**src/rtl/sram_axi_arb.sv**
```systemverilog
// sram_axi_arb: two-master arbiter in front of a single simplified AXI SRAM port.
//
// Ports
//   clk, rst_n                : single clock, asynchronous active-low reset
//   m0_axi_* / m1_axi_*       : master-side AW, W, AR and R channels (no B channel)
//   s_axi_*                   : slave-side mirror toward the SRAM
// Parameters
//   ADDR_W : address width of all AW/AR channels
//   RR_EN  : 1 = round-robin between masters, 0 = fixed priority (m0 wins)
//
// One transaction is in flight at a time. Writes complete in the single cycle
// where the SRAM accepts both AW and W. Reads hold the arbiter in RD_WAIT until
// the R handshake so that the R channel can be routed back to its owner.
module sram_axi_arb #(
    parameter int ADDR_W = 32,
    parameter int RR_EN  = 1
) (
    input  logic              clk,
    input  logic              rst_n,

    input  logic [ADDR_W-1:0] m0_axi_awaddr,
    input  logic              m0_axi_awvalid,
    output logic              m0_axi_awready,
    input  logic [31:0]       m0_axi_wdata,
    input  logic [3:0]        m0_axi_wstrb,
    input  logic              m0_axi_wvalid,
    output logic              m0_axi_wready,
    input  logic [ADDR_W-1:0] m0_axi_araddr,
    input  logic              m0_axi_arvalid,
    output logic              m0_axi_arready,
    output logic [31:0]       m0_axi_rdata,
    output logic              m0_axi_rvalid,
    input  logic              m0_axi_rready,

    input  logic [ADDR_W-1:0] m1_axi_awaddr,
    input  logic              m1_axi_awvalid,
    output logic              m1_axi_awready,
    input  logic [31:0]       m1_axi_wdata,
    input  logic [3:0]        m1_axi_wstrb,
    input  logic              m1_axi_wvalid,
    output logic              m1_axi_wready,
    input  logic [ADDR_W-1:0] m1_axi_araddr,
    input  logic              m1_axi_arvalid,
    output logic              m1_axi_arready,
    output logic [31:0]       m1_axi_rdata,
    output logic              m1_axi_rvalid,
    input  logic              m1_axi_rready,

    output logic [ADDR_W-1:0] s_axi_awaddr,
    output logic              s_axi_awvalid,
    input  logic              s_axi_awready,
    output logic [31:0]       s_axi_wdata,
    output logic [3:0]        s_axi_wstrb,
    output logic              s_axi_wvalid,
    input  logic              s_axi_wready,
    output logic [ADDR_W-1:0] s_axi_araddr,
    output logic              s_axi_arvalid,
    input  logic              s_axi_arready,
    input  logic [31:0]       s_axi_rdata,
    input  logic              s_axi_rvalid,
    output logic              s_axi_rready
);

    localparam bit RR = (RR_EN != 0);

    typedef enum logic {
        IDLE    = 1'b0,
        RD_WAIT = 1'b1
    } state_t;

    state_t state_reg;
    logic   rd_owner_reg;
    logic   prio_reg;

    // Master inputs gathered into arrays so the datapath can index by grant.
    logic [ADDR_W-1:0] awaddr_m [2];
    logic [31:0]       wdata_m  [2];
    logic [3:0]        wstrb_m  [2];
    logic [ADDR_W-1:0] araddr_m [2];
    logic [1:0]        awvalid_m, wvalid_m, arvalid_m, rready_m;
    logic [1:0]        awready_m, wready_m, arready_m, rvalid_m;

    assign awaddr_m[0] = m0_axi_awaddr;
    assign awaddr_m[1] = m1_axi_awaddr;
    assign wdata_m[0]  = m0_axi_wdata;
    assign wdata_m[1]  = m1_axi_wdata;
    assign wstrb_m[0]  = m0_axi_wstrb;
    assign wstrb_m[1]  = m1_axi_wstrb;
    assign araddr_m[0] = m0_axi_araddr;
    assign araddr_m[1] = m1_axi_araddr;
    assign awvalid_m   = {m1_axi_awvalid, m0_axi_awvalid};
    assign wvalid_m    = {m1_axi_wvalid,  m0_axi_wvalid};
    assign arvalid_m   = {m1_axi_arvalid, m0_axi_arvalid};
    assign rready_m    = {m1_axi_rready,  m0_axi_rready};

    logic [1:0] wreq, rreq, req;
    logic       win1;
    logic [1:0] gnt_oh;
    logic       gsel;
    logic       g_wr, g_rd;
    logic       wr_done, ar_done;
    logic       rd_active;
    logic [1:0] owner_oh;

    assign wreq = awvalid_m & wvalid_m;
    assign rreq = arvalid_m;

    // Requests only count while idle and out of reset; this also forces every
    // output low during reset. Grant uses valids and prio only, never readys.
    assign req  = (wreq | rreq) & {2{rst_n && (state_reg == IDLE)}};
    assign win1 = req[1] & (~req[0] | (RR & prio_reg));
    assign gnt_oh = {win1, req[0] & ~win1};
    assign gsel   = win1;

    // Write beats read inside the granted master.
    assign g_wr = (|gnt_oh) & wreq[gsel];
    assign g_rd = (|gnt_oh) & ~wreq[gsel] & rreq[gsel];

    assign wr_done = g_wr & s_axi_awready & s_axi_wready;
    assign ar_done = g_rd & s_axi_arready;

    assign rd_active = (state_reg == RD_WAIT);
    assign owner_oh  = {rd_owner_reg, ~rd_owner_reg};

    always_comb begin
        s_axi_awaddr  = '0;
        s_axi_awvalid = 1'b0;
        s_axi_wdata   = '0;
        s_axi_wstrb   = '0;
        s_axi_wvalid  = 1'b0;
        s_axi_araddr  = '0;
        s_axi_arvalid = 1'b0;
        if (g_wr) begin
            s_axi_awaddr  = awaddr_m[gsel];
            s_axi_awvalid = 1'b1;
            s_axi_wdata   = wdata_m[gsel];
            s_axi_wstrb   = wstrb_m[gsel];
            s_axi_wvalid  = 1'b1;
        end
        if (g_rd) begin
            s_axi_araddr  = araddr_m[gsel];
            s_axi_arvalid = 1'b1;
        end
    end

    assign s_axi_rready = rd_active & rready_m[rd_owner_reg];

    for (genvar gi = 0; gi < 2; gi++) begin : g_master
        assign awready_m[gi] = g_wr & gnt_oh[gi] & s_axi_awready;
        assign wready_m[gi]  = g_wr & gnt_oh[gi] & s_axi_wready;
        assign arready_m[gi] = g_rd & gnt_oh[gi] & s_axi_arready;
        assign rvalid_m[gi]  = rd_active & owner_oh[gi] & s_axi_rvalid;
    end

    assign m0_axi_awready = awready_m[0];
    assign m0_axi_wready  = wready_m[0];
    assign m0_axi_arready = arready_m[0];
    assign m0_axi_rvalid  = rvalid_m[0];
    assign m0_axi_rdata   = s_axi_rdata;
    assign m1_axi_awready = awready_m[1];
    assign m1_axi_wready  = wready_m[1];
    assign m1_axi_arready = arready_m[1];
    assign m1_axi_rvalid  = rvalid_m[1];
    assign m1_axi_rdata   = s_axi_rdata;

    always_ff @(posedge clk or negedge rst_n) begin
        if (!rst_n) begin
            state_reg    <= IDLE;
            rd_owner_reg <= 1'b0;
            prio_reg     <= 1'b0;
        end else begin
            case (state_reg)
                IDLE: begin
                    if (ar_done) begin
                        state_reg    <= RD_WAIT;
                        rd_owner_reg <= gsel;
                    end
                    // Only completed handshakes move the fairness pointer.
                    if (RR && (wr_done || ar_done)) begin
                        prio_reg <= ~gsel;
                    end
                end
                RD_WAIT: begin
                    if (s_axi_rvalid && s_axi_rready) begin
                        state_reg <= IDLE;
                    end
                end
                default: state_reg <= IDLE;
            endcase
        end
    end

endmodule

```
**config.mk**
```make
export PLATFORM = sky130hd
export DESIGN_NAME = sram_axi_arb
export DESIGN_NICKNAME = d
export VERILOG_FILES = /design/src/rtl/sram_axi_arb.sv
export SDC_FILE = /design/constraint.sdc
export NUM_CORES = 1
export LEC_CHECK = 0
export ABC_AREA = 1
export ABC_CLOCK_PERIOD_IN_PS = 3900
export BUFFER_PORTS_ARGS = -buffer_cell sky130_fd_sc_hd__buf_4
export CORE_AREA = 2 2 164 166
export DETAILED_ROUTE_END_ITERATION = 10
export DIE_AREA = 0 0 166 168
export HOLD_SLACK_MARGIN = 0.15
export PLACE_DENSITY_LB_ADDON = 0.2
export RECOVER_POWER = 25
export SETUP_SLACK_MARGIN = 0.5
export SYNTH_ARGS = -nofsm -noshare
export SYNTH_HDL_FRONTEND = slang
export SYNTH_SLANG_ARGS = --single-unit
```
**constraint.sdc**
```tcl
create_clock -name clk -period 3.9 [get_ports clk]
set_input_delay 0.78 -clock clk [delete_from_list [all_inputs] [get_ports clk]]
set_output_delay 0.78 -clock clk [all_outputs]
set_load 0.01 [all_outputs]
```
==> metrics.yaml, run 1 <==
die_y_um: 168
antenna_found_initial: 0
vdd_drop_max_uv: 108.1
synth_simple_gate_area_frac: 0.4053
drc: 0
synth_compound_area_frac: 0.2411
max_stage_delay_ps: 320
die_w_um: 166
min_period_over_period: 0.8507
hold_viol_final: 0
synth_top_family_by_area: "simple AND/OR/NAND/NOR gates"
worst_ep_arrival_time_ps: 2540
setup_viol: 0
synth_area_leaders: "nand2_1 (35%), buf_4 (24%), a21oi_1 (20%)"
placementRows: 60
fin_nets: 935
drive_gt1_frac: 0.5073
crit_chain: "clkbuf_1 > nand2_1 > a21oi_2 > nand2_4 > nand2_2 > nand3_4 > buf_4 > a21oi_1 > buf_4"
hold_class: "primary input to asynchronous set/reset pin"
ant_nets: 0
utilization: 0.1764
grt_pass1_vias: 3645
r2r_cells: 10
r2r_start: "rd_active"
rsz0062_at_grt: "no"
yosys.area.top_type: "nand2_1"
yosysWarnings: 0
finClkSkew_ps: 2.022
drv_slew: 0
num_io_pins: 422
power.density_mw_per_mm2: 268.1
num_vias: 3721
portBuffers: 325
grt_use_total: 0.09258
drt_wl_total_mm: 14.19
relSlewSlack: 0.7096
post_drt_wl_per_cell_um: 13.79
yosys-mux-area-fraction: 0.004364
antenna_cells: 0
crit_type: "primary input to primary output"
finalSetupTns_ps: 0
grt_max_degree: 92
outcome: "completed"
drtPass1Iterations: 4
critPathRequiredTime_ps: 3120
syn_inst: 451
synth_xor_area_frac: 0
vias_per_cell: 3.616
worst_pin_slew_ps: 435.6
drv_cap: 0
cts_inserted_buffers: 3
fin_cells: 1029
synthAdderAreaFrac: 0
clock.fmax_mhz: 301.4
grt-ovfl-total: 0
ys_seq_area_frac: 0.03273
htreeDepth: 1
syn_to_final_growth_pct: 102.7
clk_latency_ps: 220
crit_path_start_kind: "primary input"
cpMostUsedCell: "buf_4"
post_cts_buffers: 0
cts.sinks: 3
cp_top_family: "buffers and inverters"
grt_pass1_wl_mm: 20.73
dieArea_mm2: 0.02789
syn_area_per_cell_um2: 5.085
first_iter_violations: 123
cts_root_buf: "clkbuf_16"
cts_max_path_buffers: 2
syn_nets: 697
crit_buf_inv: 3
cts_tree: "built"
core_mm2: 0.02635
rr_endpoint: "prio_reg"
syn_area_mm2: 0.002293
cp-end-kind: "primary output"
gp_congestion: 0.7808
cp_max_fo: 20
initial_utilization: 0.08704
reg2reg_setup_slack_ps: 2220
period_minus_slack_ps: 3318
dp_cells: 1025
synth-seq-cells: 3
hpwl_mm: 11.56
power_leakage_nw: 2.475
path_clk_slew_ps: 30
cp_num_cells: 9
critPathSlowestCell: "buf_4"
yosysTopAreaCellShare: 0.3502
synthDistinctLibCells: 19
-- worst max path at each step --
stage | to | from | slack [ps]
after floorplan | s_axi_wvalid | m1_axi_awvalid | 1290
after global placement | s_axi_araddr[6] | m0_axi_awvalid | 670
after detailed placement | s_axi_araddr[15] | m0_axi_awvalid | 670
after CTS | s_axi_araddr[15] | m1_axi_awvalid | 650
after global routing | s_axi_wstrb[3] | rst_n | 390
final | s_axi_wstrb[3] | rst_n | 580
-- report_power, final --
group / switching (W) / internal, W
clock: 0.0000285 / 0.000135
combinational: 0.000560 / 0.000459
sequential: 0.0000165 / 0.0000467
-- stage by stage --
| step | total power [W] | hold slack (ps) | cell area, um2 | worst slack (ps) |
|---|---|---|---|---|
| 2_1_floorplan | 0.0006482 | 478.2 | 2293 | 1290 |
| 3_3_place_gp | 0.001118 | 507.9 | 4569 | 665.3 |
| 3_5_place_dp | 0.001101 | 515.6 | 4569 | 670.0 |
| 4_1_cts | 0.001271 | 349.4 | 4648 | 652.4 |
| 5_1_grt | 0.001362 | 427.4 | 4649 | 391.9 |
| 6_report | 0.001246 | 407.2 | 4649 | 582.3 |
-- logic make-up (layout without fill, tap and decap cells) --
group           count (synthesis)  after routing
buf+inv                       108            345
mux                             1              1
flops                           3              3
compound gates                103            103
simple gates                  236            236
-- layout make-up --
cell class	count	area, um2
fillers	3076	21700
repair buffers	330	2524
multi-input cells	340	1503
well taps	341	426.7
clock buffers	4	78.83
flip-flops and latches	3	75.07
inverters	11	42.54
-- placed cells by master, fill, tap and decap left out --
cell / instances
buf_4: 325
nand2_1: 214
a21oi_1: 91
a21oi_2: 10
inv_1: 9
nand3_1: 6
nor2_1: 5
nor3_1: 5
buf_12: 4
clkbuf_16: 3
dfrtp_1: 3
nand2_4: 2
o21ai_0: 2
clkbuf_1: 2
inv_2: 1
nand2_2: 1
nand3_2: 1
clkinv_2: 1
nand3_4: 1
mux2i_1: 1
nand4_1: 1
-- synthesized netlist by cell type --
| library cell | count |
|---|---|
| nand3_4 | 1 |
| clkbuf_1 | 2 |
| nor3_1 | 5 |
| inv_2 | 2 |
| buf_6 | 3 |
| dfrtp_1 | 3 |
| nor2_1 | 5 |
| o21ai_0 | 2 |
| nand4_1 | 1 |
| nand2_1 | 214 |
| buf_4 | 73 |
| a21oi_1 | 91 |
| nand3_1 | 6 |
| buf_2 | 19 |
| nand2_2 | 3 |
| nand3_2 | 1 |
| a21oi_2 | 10 |
| mux2i_1 | 1 |
| inv_1 | 9 |
-- worst register-to-register path: cells and delay by family, from the launching register on --
| kind | cells | cell delay [ps] |
|---|---|---|
| AOI/OAI and AO/OA | 1 | 210 |
| buffers and inverters | 1 | 100 |
| DFF | 1 | 400 |
| and+or+nand+nor | 8 | 840 |
-- per-layer routing --
layer | share of wire | routed length, um | GRT usage | vias up
met5 | 0 | 0 | 0 | -
met2 | 0.54 | 7731 | 0.1829 | 249
met3 | 0.094 | 1340 | 0.02445 | 10
met1 | 0.35 | 5036 | 0.1003 | 1623
met4 | 0.0055 | 78 | 0.01248 | 0
li1 | - | - | - | 1839
-- repair_timing --
item | CTS | global route
gates resized for setup | 0 | 1
hold buffers | 0 | 0
endpoints found under the setup margin | 0 | 4
Power figures use the tool's default switching activity.
==> run 2, diff against run 1 <==
ABC_AREA = unset   (was 1)
CORE_AREA = 2 2 165 167   (was 2 2 164 166)
DIE_AREA = 0 0 167 169   (was 0 0 166 168)
PLACE_DENSITY_LB_ADDON = 0.08   (was 0.2)
==> run 2 against run 1 <==
Critical path type unchanged. Clock-buffer cell count unchanged. Maximum frequency up 3.2%. Core utilization increased by 0.25 points. Final area rose by 2.0%. Routed wire length is 8.3% higher. Synthesized area increased by 1.2%. Largest power group unchanged. Global-route usage grew 0.32 points.
==> metrics.yaml, run 2 <==
cts_inserted_buffers: 3  # unchanged
yosysWarnings: 0  # unchanged
antenna_found_initial: 0  # unchanged
syn_inst: 439  # -2.7%
ys_seq_area_frac: 0.03235  # -0.0003882
first_iter_violations: 103  # -16%
num_vias: 3682  # -1.0%
fillCellCount: 3095  # +0.62%
cts.sinks: 3  # unchanged
clockPowerShare: 0.137  # +0.006
initial_utilization: 0.08758  # +0.0005456
power.density_mw_per_mm2: 252.8  # -5.7%
layout_common_cells: "buf_4 (331), nand2_1 (207), a21oi_1 (91)"
switchingPower_w: 0.0005814  # -4.0%
outcome: "completed"
finalSetupTns_ps: 0  # unchanged
crit_type: "primary input to primary output"
crit_chain: "clkbuf_1 > nor2b_2 > o221a_4 > buf_12 > nand2_1 > a21oi_1 > buf_4"
power.total_w: 0.001199  # -3.8%
vias_per_cell: 3.606  # -0.27%
grt_use_total: 0.09576  # +0.003182
layout_commonest_cell: "buf_4"
post_drt_wl_per_cell_um: 15.05  # +9.2%
min_period_over_period: 0.8241  # -0.02656
final-seq-area_um2: 75.07  # unchanged
fin_nets: 927  # -0.86%
rsz0062_at_grt: "no"
path_clk_slew_ps: 30  # about the same
grt_max_degree: 81  # -12%
drtPass1Iterations: 4  # unchanged
placementRows: 60  # unchanged
swShare: 0.4850  # -0.0007804
drt_wl_total_mm: 15.37  # +8.3%
critPathRequiredTime_ps: 3120  # about the same
antenna_cells: 0  # unchanged
cts_root_buf: "clkbuf_16"
htreeDepth: 1  # unchanged
dieArea_mm2: 0.02822  # +1.2%
synth_edf_count: 0  # unchanged
vdd_drop_max_uv: 94.85  # -12%
synthDistinctLibCells: 27  # +8
hpwl_mm: 11.77  # +1.8%
gp_congestion: 0.7823  # +0.19%
p_seq_frac: 0.064  # +0.013
portBuffers: 325  # unchanged
power_leakage_nw: 2.452  # -0.93%
grt_pass1_vias: 3845  # +5.5%
dpl_cell_area_mm2: 0.004633  # +1.4%
worst_pin_slew_ps: 586.5  # +150.9 ps
hold_class: "primary input to asynchronous set/reset pin"
grt_pass1_wl_mm: 21.38  # +3.1%
cp_max_fo: 26  # +30%
cts_max_path_buffers: 2  # unchanged
post_cts_buffers: 0  # unchanged
synth_area_leaders: "nand2_1 (33%), buf_4 (21%), a21oi_1 (20%)"
ant_nets: 0  # unchanged
clock.fmax_mhz: 311.1  # +3.2%
drive_gt1_frac: 0.5324  # +0.02509
syn_to_final_growth_pct: 104.3
setup_viol: 0  # unchanged
crit_path_start_kind: "primary input"
drc: 0  # unchanged
die_w_um: 167  # +0.60%
finClkSkew_ps: 1.926  # -0.09663 ps
p_int_w: 0.0006174  # -3.7%
synth_top_flop_cell: "dfrtp_1"
yosysMostFrequentCell: "nand2_1"
cts_tree: "built"
yosysTopAreaCellShare: 0.3348  # -0.01547
period_minus_slack_ps: 3214  # -103.6 ps
worst_ep_arrival_time_ps: 2430  # -110 ps
grt-ovfl-total: 0  # unchanged
drv_cap: 0  # unchanged
synth-seq-cells: 3  # unchanged
drv_slew: 0  # unchanged
clk_latency_ps: 230  # about the same
relSlewSlack: 0.6090  # -0.1006
core_mm2: 0.02650  # +0.57%
max_stage_delay_ps: 430  # +110 ps
syn_area_per_cell_um2: 5.287  # +4.0%
async_reset_ff_frac: 1.000  # unchanged
post-route-cell-area_mm2: 0.004742  # +2.0%
syn_area_mm2: 0.002321  # +1.2%
hold_viol_final: 0  # unchanged
die_y_um: 169  # +0.60%
synth_common_cells: "nand2_1 (207), a21oi_1 (91), buf_4 (66)"
critPathSlowestCell: "o221a_4"
cp-end-kind: "primary output"
yosys.area.top_type: "nand2_1"
comb_power_share: 0.799  # -0.019
syn_nets: 685  # -1.7%
utilization: 0.1789  # +0.002494
num_io_pins: 422  # unchanged
multi_input_area_mm2: 0.001602  # +6.6%
## run 2: cell count changes after synthesis, sizes merged, moves of 3 or more
cell    before  now
nor3         5    0
nand3        8    0
inv         11    3
nand2      217  208
clkbuf       2   11
and3         0    3
nor2         5    2
buf         95   89
## run 2: repair_timing
item | in CTS | in global routing
endpoints found under the setup margin | 59 | 47
gates cloned | 1 | 1
hold buffers | 0 | 0
resized for setup | 0 | 3
pin swaps | 1 | 1
## run 2: per-stage QoR
| step | setup WS, ps | cells | hold slack, ps |
|---|---|---|---|
| after floorplan | 1170 | 439 | 484.4 |
| after global placement | 406.4 | 1015 | 562.2 |
| after detailed placement | 369.7 | 1015 | 568.9 |
| after CTS | 503.7 | 1020 | 344.6 |
| after global routing | 473.0 | 1021 | 391.8 |
| final | 685.9 | 1021 | 384.7 |
## run 2: worst paths after layout
check	startpoint	to	slack [ps]	depth (start not counted)
max reg2reg	prio_reg	prio_reg	1910	4
min reg2reg	rd_active	rd_active	580	2
min in group clk	rd_active	rd_active	580	2
max	rst_n	s_axi_awaddr[10]	690	7
min	rst_n	rd_active	380	1
max in group asynchronous	rst_n	prio_reg	3320	1
## run 2: cells by family after synthesis
logic type	Yosys count	share of synthesized area
buffers and inverters	103	0.3046
multiplexers	2	0.009164
AO/OA/AOI/OAI	110	0.2706
flip-flops	3	0.03234
AND/OR/NAND/NOR	221	0.3833
## run 2: final cells by class
class / instances / share of cell area
flip-flops and latches: 3 / 0.01583
inverters: 3 / 0.002375
multi-input cells: 335 / 0.3377
repair buffers: 335 / 0.5375
well taps: 341 / 0.08997
clock buffers: 4 / 0.01662
## run 2: worst max-delay path: cells and delay by family
kind,cells,cell delay [ps]
and+or+nand+nor,2,440
AOI/OAI and AO/OA,2,620
buffers and inverters,3,580
## run 2: power groups by stage
stage	sequential [W]	clock, W	combinational (W)
global route	0.0000806	0.000172	0.00106
CTS	0.0000721	0.000166	0.000974
global placement	0.0000677	0	0.000964
finish	0.0000762	0.000165	0.000958
detailed placement	0.0000683	0	0.000958
floorplan	0.0000600	0	0.000559
## run 2: routing by layer
layer,vias to the layer above,part of all wire,track usage,routed length [um]
met2,188,0.56,0.1972,8610
met3,33,0.076,0.02151,1173
met4,0,0.023,0.02811,358
li1,1838,-,-,-
met1,1623,0.34,0.09383,5226
met5,-,0,0,0
==> run 3, diff against run 2 <==
ABC_CLOCK_PERIOD_IN_PS = 3300   (was 3900)
CORE_AREA = 2 2 166 168   (was 2 2 165 167)
DIE_AREA = 0 0 168 170   (was 0 0 167 169)
clock period = 3.3 ns   (was 3.9 ns; I/O delays follow)
==> run 3 against run 2 <==
Die area grew 1.2%. Clock skew is essentially flat. Sequential power grew 4.6%. Clock-buffer cell count is the same. Hold slack lost 110 ps. Setup slack lost 180 ps. Core utilization grew 0.39 points. Routed wire length shrank 4.5%. Critical path depth grew 1. First-iteration DRC count shrank 20%. Largest cell class unchanged.
==> metrics.yaml, run 3 (same netlist as run 2, synthesis figures left out) <==
relSlewSlack: 0.8327  # +0.2237
fillCellCount: 3030  # -2.1%
portBuffers: 325  # unchanged
first_iter_violations: 82  # -20%
cp-end-kind: "primary output"
grt_pass1_vias: 3579  # -6.9%
worst_pin_slew_ps: 251.0  # -335.5 ps
die_w_um: 168  # +0.60%
initial_utilization: 0.08709  # -0.0004934
hpwl_mm: 11.34  # -3.6%
path_clk_slew_ps: 30  # about the same
drv_slew: 0  # unchanged
antenna_found_initial: 0  # unchanged
vdd_drop_max_uv: 111.9  # +18%
dieArea_mm2: 0.02856  # +1.2%
num_vias: 3673  # -0.24%
antenna_cells: 0  # unchanged
drt_wl_total_mm: 14.69  # -4.5%
vias_per_cell: 3.587  # -0.54%
cts_root_buf: "clkbuf_16"
finalSetupTns_ps: 0  # unchanged
critPathRequiredTime_ps: 2640  # -480 ps
setup_viol: 0  # unchanged
dp_cells: 1014  # -0.099%
clk_latency_ps: 220  # about the same
clock.fmax_mhz: 358.5
power.density_mw_per_mm2: 303.4  # +20%
drc: 0  # unchanged
layout_common_cells: "buf_4 (328), nand2_1 (207), a21oi_1 (91)"
num_io_pins: 422  # unchanged
rsz0062_at_grt: "yes"
holdBufCountCts: 0  # unchanged
crit_type: "primary input to primary output"
drtPass1Iterations: 4  # unchanged
hold_class: "primary input to asynchronous set/reset pin"
period_minus_slack_ps: 2790
post_drt_wl_per_cell_um: 14.34  # -4.7%
hold_viol_final: 0  # unchanged
placementRows: 60  # unchanged
core_mm2: 0.02665  # +0.57%
cts.sinks: 3  # unchanged
crit_path_start_kind: "primary input"
htreeDepth: 1  # unchanged
die_y_um: 170  # +0.59%
outcome: "completed"
worst_ep_arrival_time_ps: 2130  # -300 ps
ant_nets: 0  # unchanged
grt_use_total: 0.08783  # -0.007928
cts_inserted_buffers: 3  # unchanged
gp_congestion: 0.7610  # -2.7%
grt_pass1_wl_mm: 20.02  # -6.4%
cts_tree: "built"
fin_cells: 1024  # +0.29%
syn_to_final_growth_pct: 109.9
layout_commonest_cell: "buf_4"
power_leakage_nw: 2.516  # +2.6%
grt_max_degree: 66  # -19%
multi_input_area_mm2: 0.001578  # -1.5%
drv_cap: 0  # unchanged
fin_nets: 930  # +0.32%
cp_max_fo: 40  # +54%
min_period_over_period: 0.8453
final-seq-area_um2: 75.07  # unchanged
grt-ovfl-total: 0  # unchanged
cts_max_path_buffers: 2  # unchanged
drive_gt1_frac: 0.5344  # +0.002054
finClkSkew_ps: 1.738  # -0.1872 ps
## run 3: power breakdown
part	total [W]	switching, W	internal, W
Clock	0.000189	0.0000302	0.000159
Sequential	0.0000797	0.0000258	0.0000539
Combinational	0.00121	0.000627	0.000582
Total	0.00148	0.000683	0.000795
## run 3: stage by stage
step	util	power (W)	instance area, um2	hold slack (ps)	worst slack, ps
final	0.1828	0.001478	4872	270.2	510.5
after global routing	0.1828	0.001617	4872	290.9	317.3
after CTS	0.1793	0.001437	4778	229.2	510.1
after detailed placement	0.1750	0.001230	4663	461.1	389.3
after global placement	0.1750	0.001240	4663	459.5	376.2
after floorplan	-	0.0007314	2321	364.4	809.6
## run 3: routing by layer
layer  track usage  vias to the layer above  wire, um
met5             0                        -         0
met4       0.01550                        0       186
met3       0.01744                       19      1084
met2        0.1827                      195      8224
met1       0.09012                     1625      5190
li1              -                     1834         -
## run 3: layout make-up
class	instances	share of cell area
Multi-Input combinational cell	333	0.3238
Inverter	3	0.002311
Clock buffer	4	0.01618
Tap cell	341	0.08757
Sequential cell	3	0.01541
Timing Repair Buffer	340	0.5547
## run 3: critical path: stages
cell	delay (ps)
clkbuf_1	200
nor2b_1	200
buf_4	170
o221a_4	250
buf_12	220
nand2_1	80
a21oi_1	170
buf_4	160
## run 3: worst paths after layout
path                                    end  slack, ps  cells past startpoint       from
max                        s_axi_awaddr[31]        510                      8      rst_n
min                                prio_reg        270                      1      rst_n
max reg2reg                        prio_reg       1390                      5   prio_reg
min reg2reg                       rd_active        560                      2  rd_active
max in group asynchronous      rd_owner_reg       2840                      1      rst_n
min in group clk                  rd_active        560                      2  rd_active
## run 3: repair_timing
item / in CTS / in global routing
cloned: 0 / 2
gates resized for setup: 2 / 4
buffers inserted: 2 / 2
endpoints found under the setup margin: 75 / 62
pin swaps: 1 / 2
